File: config.mk
export PLATFORM = sky130hd
export DESIGN_NAME = fetch_decouple_queue
export DESIGN_NICKNAME = d
export VERILOG_FILES = /design/src/rtl/fetch_decouple_queue.sv
export SDC_FILE = /design/constraint.sdc
export NUM_CORES = 2
export LEC_CHECK = 0
export BUFFER_PORTS_ARGS = -buffer_cell sky130_fd_sc_hd__buf_2
export CAP_MARGIN = 30
export CELL_PAD_IN_SITES_DETAIL_PLACEMENT = 0
export CELL_PAD_IN_SITES_GLOBAL_PLACEMENT = 1
export CORE_UTILIZATION = 52
export DETAILED_ROUTE_END_ITERATION = 10
export PLACE_DENSITY = 0.78
export SETUP_SLACK_MARGIN = 0.05
export SLEW_MARGIN = 20
export SYNTH_ARGS = -nofsm -noshare
export SYNTH_HDL_FRONTEND = slang
export SYNTH_SLANG_ARGS = --single-unit
File: constraint.sdc
create_clock -name clk -period 15.65 [get_ports clk]
set_input_delay 3.13 -clock clk [delete_from_list [all_inputs] [get_ports clk]]
set_output_delay 3.13 -clock clk [all_outputs]
set_load 0.02 [all_outputs]
File: src/rtl/fetch_decouple_queue.sv
// rtl/fetch_decouple_queue.sv - multi-lane fetch-to-issue decoupling queue
module fetch_decouple_queue #(
  parameter int                    DEPTH        = 16,
  parameter int                    PUSH_WIDTH   = 2,
  parameter int                    POP_WIDTH    = 2,
  parameter int                    LINE_WIDTH   = 128,
  parameter int                    AFULL_THRESH = DEPTH - 4,
  parameter logic [LINE_WIDTH-1:0] NOP_VALUE    = '0
) (
  input  logic                             clk,
  input  logic                             rst,
  input  logic                             flush,
  input  logic [PUSH_WIDTH-1:0]            push_valid,
  input  logic [PUSH_WIDTH*LINE_WIDTH-1:0] push_data,
  output logic                             push_ready,
  input  logic [$clog2(POP_WIDTH+1)-1:0]   pop_count,
  output logic [POP_WIDTH-1:0]             head_valid,
  output logic [POP_WIDTH*LINE_WIDTH-1:0]  head_data,
  output logic [$clog2(DEPTH+1)-1:0]       count,
  output logic                             almost_full,
  output logic                             full,
  output logic                             empty
);
  localparam int AW = $clog2(DEPTH);
  localparam int PW = AW + 1;
  localparam int CW = $clog2(DEPTH + 1);

  // Storage carries no reset: pointers and count alone define what is valid
  logic [LINE_WIDTH-1:0] r_mem [DEPTH];
  logic [PW-1:0]         r_wptr;
  logic [PW-1:0]         r_rptr;
  logic [CW-1:0]         r_count;

  logic [CW-1:0]         w_off  [PUSH_WIDTH];
  logic [AW-1:0]         w_widx [PUSH_WIDTH];
  logic [CW-1:0]         w_push_num;
  logic                  w_push_fire;
  logic [CW-1:0]         w_avail;
  logic [CW-1:0]         w_pop_req;
  logic [CW-1:0]         w_pop_num;

  // Compaction: each valid lane lands after all lower valid lanes
  always_comb begin
    w_push_num = '0;
    for (int i = 0; i < PUSH_WIDTH; i++) begin
      w_off[i]   = w_push_num;
      w_widx[i]  = AW'(r_wptr + PW'(w_push_num));
      w_push_num = w_push_num + CW'(push_valid[i]);
    end
  end

  // Space check uses pre-pop occupancy; pop is clipped to what the head shows
  always_comb begin
    push_ready  = (r_count <= CW'(DEPTH - PUSH_WIDTH));
    w_push_fire = push_ready && (push_valid != '0);
    w_avail     = (r_count > CW'(POP_WIDTH)) ? CW'(POP_WIDTH) : r_count;
    w_pop_req   = CW'(pop_count);
    w_pop_num   = (w_pop_req > w_avail) ? w_avail : w_pop_req;
  end

  // Write accepted lanes into consecutive slots from wptr
  always_ff @(posedge clk) begin
    if (w_push_fire && !flush) begin
      for (int i = 0; i < PUSH_WIDTH; i++) begin
        if (push_valid[i]) begin
          r_mem[w_widx[i]] <= push_data[i*LINE_WIDTH +: LINE_WIDTH];
        end
      end
    end
  end

  // Pointer and occupancy update; flush wins over same-cycle push and pop
  always_ff @(posedge clk or negedge rst) begin
    if (!rst) begin
      r_wptr  <= '0;
      r_rptr  <= '0;
      r_count <= '0;
    end else if (flush) begin
      r_wptr  <= '0;
      r_rptr  <= '0;
      r_count <= '0;
    end else begin
      if (w_push_fire) begin
        r_wptr <= r_wptr + PW'(w_push_num);
      end
      r_rptr  <= r_rptr + PW'(w_pop_num);
      r_count <= r_count + (w_push_fire ? w_push_num : '0) - w_pop_num;
    end
  end

  // Head bundle: oldest entries in lane order, NOP in lanes holding nothing
  always_comb begin
    head_valid = '0;
    head_data  = '0;
    for (int j = 0; j < POP_WIDTH; j++) begin
      head_valid[j] = (r_count > CW'(j));
      head_data[j*LINE_WIDTH +: LINE_WIDTH] =
        head_valid[j] ? r_mem[AW'(r_rptr + PW'(j))] : NOP_VALUE;
    end
  end

  // Status flags come straight from the registered count
  always_comb begin
    count       = r_count;
    full        = (r_count == CW'(DEPTH));
    empty       = (r_count == '0);
    almost_full = (r_count >= CW'(AFULL_THRESH));
  end

`ifndef SYNTHESIS
  // Flag a backend that consumes more packets than the head presents
  always_ff @(posedge clk) begin
    if (rst && !flush) begin
      assert (w_pop_req <= w_avail)
        else $warning("pop_count %0d exceeds presented %0d; clipped", w_pop_req, w_avail);
    end
  end
`endif

endmodule
# == Word level (Yosys, flattened, before mapping) ==
# Memories as Yosys holds them, arrays and structs flattened.
# Index checks and enable logic that the tools add are counted.
# classes
add_sub_neg,7
magnitude_cmp,6
reduce_logical,6
mux,15
n_eq_ne,1
# ops
cell,n
2-to-1 mux 128 bit,2
2-to-1 mux 5 bit,6
adder 5 x 2 -> 5 bit,2
greater-than comparator 5 x 1 -> 1 bit (second input constant),2
2-to-1 mux 1 bit,6
adder 5 bit,1
== test 5 bit (second input constant),1
greater-or-equal comparator 5 x 4 -> 1 bit (second input constant),1
greater-than comparator 2 x 5 -> 1 bit,1
greater-than comparator 5 x 2 -> 1 bit (second input constant),1
<= comparator 5 x 4 -> 1 bit (second input constant),1
logical NOT 5 bit,1
subtractor 5 bit,1
adder 4 x 1 -> 4 bit,1
adder 4 x 1 -> 4 bit (second input constant),1
nonzero test 2 bit,2
adder 1 x 1 -> 2 bit,1
logical AND 1 bit,2
2-to-1 mux 2 bit,1
logical NOT 1 bit,1
# word_totals
register_bits,15
output_inout_bits,267
in_bits,263
mem_bits_rw,2048
n_memories,1
# mem_list
name,words,width,read_ports,rd_ports_with_merged_regs,write_ports,line_no,rtl
r_mem,16,128,2,0,2,29,logic [LINE_WIDTH-1:0] r_mem [DEPTH];

# == Logic depth before layout (Yosys ltp) ==
# depth
word_depth,6
mapped_depth,16
depth_no_buf,16

# == Worst setup path before layout ==
# OpenSTA, ideal clock, no wires.
# synth_path
path_type,input port to flip-flop
startpoint,in push_valid[0]
endpoint,mem r_mem[5][0] (enable)
cell_stages,6
t_arrival_ps,13155
setup_time_ps,792
setup_slack_ps,1703
cell_sequence,inv_1 -> ha_1 -> clkbuf_1 -> nor2_1 -> nand4_1 -> o21ai_0
# synth_rtl
element,line_no,rtl
start: declaration,13,"input logic [PUSH_WIDTH-1:0] push_valid,"
end: declaration,29,

# == Worst setup path after layout ==
# layout_path
startpoint,reg r_count[4] (netlist: count[4])
endpoint,out head_data[103]
# layout_between
elab_chain_len,2
# layout_lines
element,line_no,rtl
start: declaration,32,logic [CW-1:0] r_count;
start signal: assignment,87,r_count <= r_count + (w_push_fire ? w_push_num : '0) - w_pop_num;
greater-than comparator 5 x 1 -> 1 bit,96,head_valid[j] = (r_count > CW'(j));
2-to-1 mux 128 bit,98,head_valid[j] ? r_mem[AW'(r_rptr + PW'(j))] : NOP_VALUE;
end: declaration,18,"output logic [POP_WIDTH*LINE_WIDTH-1:0] head_data,"
# No other way between the ends.

==> results.yml <==
clocking:
  cts.sinks: 2061
  post_cts_buffers: 0
  cts_inserted_buffers: 225
  clkLatencyLatePin_ns: 0.88
  ctsHoldBuffers: 0
  cts_resized: 0
  h-tree-depth: 4
  path_clk_slew_ns: 0.06
  root_buffer: "clkbuf_16"
  cts_tree: "built"
  clock_path_buffers: 3
critical_path:
  critical_path_class: "flip-flop to output port"
  critPathArrivalTime_ns: 6.15
  cp-end-kind: "output port"
  path_max_fanout: 56
  cp-start-kind: "flip-flop"
  required_ns: 12.52
  r2r_cells: 8
layout:
  design_area_sq_um: 132000
  post-route-util_pct: 57.5
  area_growth_syn_to_layout_pct: 9.96
  drive_gt1_share_pct: 54.0
  finalNetCount: 7559
timing:
  max_freq_mhz: 108
  max_slew_margin_pct: 12.3
  drv_slew: 0
  hold_slack_ns: 0.663
  finalHoldViolations: 0
  setup_viol: 0
  finalClockSkew_ns: 0.0255
  post-route-min-period_ns: 9.28
  rsz0062_at_grt: "false"
  period_share_pct: 59.3
  fin_setup_tns_ns: 0
  worstMarginPinSlew_ns: 1.31
floorplanning:
  rows: 176
  die_width_um: 483
  fp.coreArea_sq_um: 230000
  die_height_um: 483
  pin_count: 530
  dieArea_sq_um: 233000
  initial_utilization_pct: 52.3
synth:
  synth-main-ff-cell: "edfxtp_1"
  synth_area_sq_um: 120000
  synth-edff-count: 2048
  synth_async_sr_flop_share_pct: 0.631
  syn_avg_cell_area_sq_um: 16.6
  ys_types: 54
  ys_seq_area_share_pct: 51.4
  ys_seq_elements: 2061
  yosysWarnings: 0
  netlist_instances: 7228
route:
  detail_route.iter0.violations: 10720
  finalWirelength_um: 418000
  antenna_left: 0
  vias: 78085
  drc_errors: 0
  wire_per_inst_um: 39.7
  vias_per_cell: 7.41
  dr.pass1.iters: 7
flow_run:
  maxCapViolations: 0
place:
  portBuffers: 529
  gp_congestion: 0.816
  postPlaceCellArea_sq_um: 125000
  dp_hpwl_um: 215000
pwr:
  ir_drop_v: 0.000288
  pwr_density_cell_nw_per_um2: 172
  power.total_mw: 22.7
  p_leak_nw: 42.2
grt:
  antenna_found_initial: 113
  grt-ovfl-total: 0
  grt_usage_pct: 35.5
  first_global_vias: 77743
  grt_pass1_wl_um: 584000
  grt_max_degree: 143
min_path:
  holdPathStages: 2
  hold_class: "flip-flop to flip-flop"
status:
  outcome: "finished, final reports clean"
-- power by group --
group	switching [mW]	leakage (nW)	internal (mW)	total, mW
Clock	2.28	3.35	2.84	5.12
Combinational	6.96	20.2	4.26	11.2
Sequential	0.151	18.6	6.25	6.41
-- final cells by class --
| type | instances | area (sq um) |
|---|---|---|
| Clock inverter | 130 | 982 |
| Multi-Input combinational cell | 4259 | 54800 |
| Antenna cell | 59 | 148 |
| Tap cell | 3026 | 3790 |
| Fill cell | 17775 | 97700 |
| Clock buffer | 278 | 5870 |
| Sequential cell | 2061 | 61800 |
| Timing Repair Buffer | 714 | 4750 |
| Inverter | 12 | 52.6 |
-- synthesized netlist by cell type (8+ instances only) --
cell | number | area, sq um
edfxtp_1 | 2048 | 61500
mux2_2 | 1937 | 21800
mux4_2 | 1024 | 23100
nand3_1 | 515 | 2580
clkbuf_1 | 489 | 1840
buf_2 | 287 | 1440
mux2i_1 | 255 | 2550
a41oi_1 | 128 | 1120
o22ai_1 | 127 | 795
mux2_1 | 112 | 1260
buf_1 | 68 | 255
buf_4 | 44 | 330
nand2_1 | 23 | 86.3
ha_1 | 19 | 238
o21ai_0 | 17 | 85.1
dfrtp_1 | 13 | 325
inv_1 | 11 | 41.3
a21oi_1 | 10 | 50.1
nand2b_1 | 10 | 62.6
nor2_1 | 10 | 37.5
buf_6 | 9 | 101
nor2b_1 | 8 | 50.1
-- sequential cells by signal, indices dropped and copies added, names as in the netlist --
name and cells:
r_wptr 4, count 5, r_rptr 4, r_mem 2048
-- cells by family after synthesis --
logic type                 share of synthesized area [%]
DFF                                                 51.4
and+or+nand+nor                                     2.53
xor gates and xnor gates                          0.0437
buffers and inverters                               3.33
muxes                                               40.5
AOI/OAI and AO/OA                                   1.90
adders and majority gates                          0.264
other                                            0.00625
-- worst max-delay path, cell delays in order (launching register included) --
cell	delay, ns
dfrtp_1	0.44
or4_1	0.69
inv_8	0.57
nand2b_1	0.33
nand2_4	0.67
buf_4	0.94
buf_4	0.74
o22ai_1	0.51
buf_2	0.31
-- worst paths after layout --
kind	slack [ns]	to	startpoint
setup / recovery	6.37	head_data[103]	count[4]
hold / removal	0.66	r_wptr[0]	r_wptr[0]
setup reg to reg	10.53	r_mem[0][62]	r_wptr[0]
hold reg to reg	0.66	r_wptr[0]	r_wptr[0]
max in group asynchronous	13.16	r_rptr[1]	rst
min in group asynchronous	2.17	count[3]	rst
-- cells in the final DEF, fill, tap and decap left out, types with 112 or more instances in the layout --
master and n:
mux4_2 1024, mux2i_1 255, buf_4 135, clkbuf_16 227, buf_2 530, mux2_1 112
mux2_2 1937, nand3_1 515, edfxtp_1 2048, o22ai_1 127, a41oi_1 128
-- stage by stage --
| stage | cells | setup slack (ns) |
|---|---|---|
| 6_report | 10539 | 6.37 |
| 5_1_grt | 10514 | 6.19 |
| 4_1_cts | 10468 | 6.40 |
| 3_5_place_dp | 10060 | 7.35 |
| 3_3_place_gp | 10048 | 7.31 |
| 2_1_floorplan | 7229 | 1.70 |
-- per-layer routing --
| metal | global-route usage, % | vias up | part of all wire (%) |
|---|---|---|---|
| met1 | 45.5 | 41399 | 36 |
| met2 | 57.2 | 5389 | 48 |
| met4 | 17.1 | 72 | 4.9 |
| li1 | - | 30192 | - |
| met3 | 8.15 | 1033 | 11 |
| met5 | 0 | - | 0.11 |
Power figures use the tool's default switching activity.
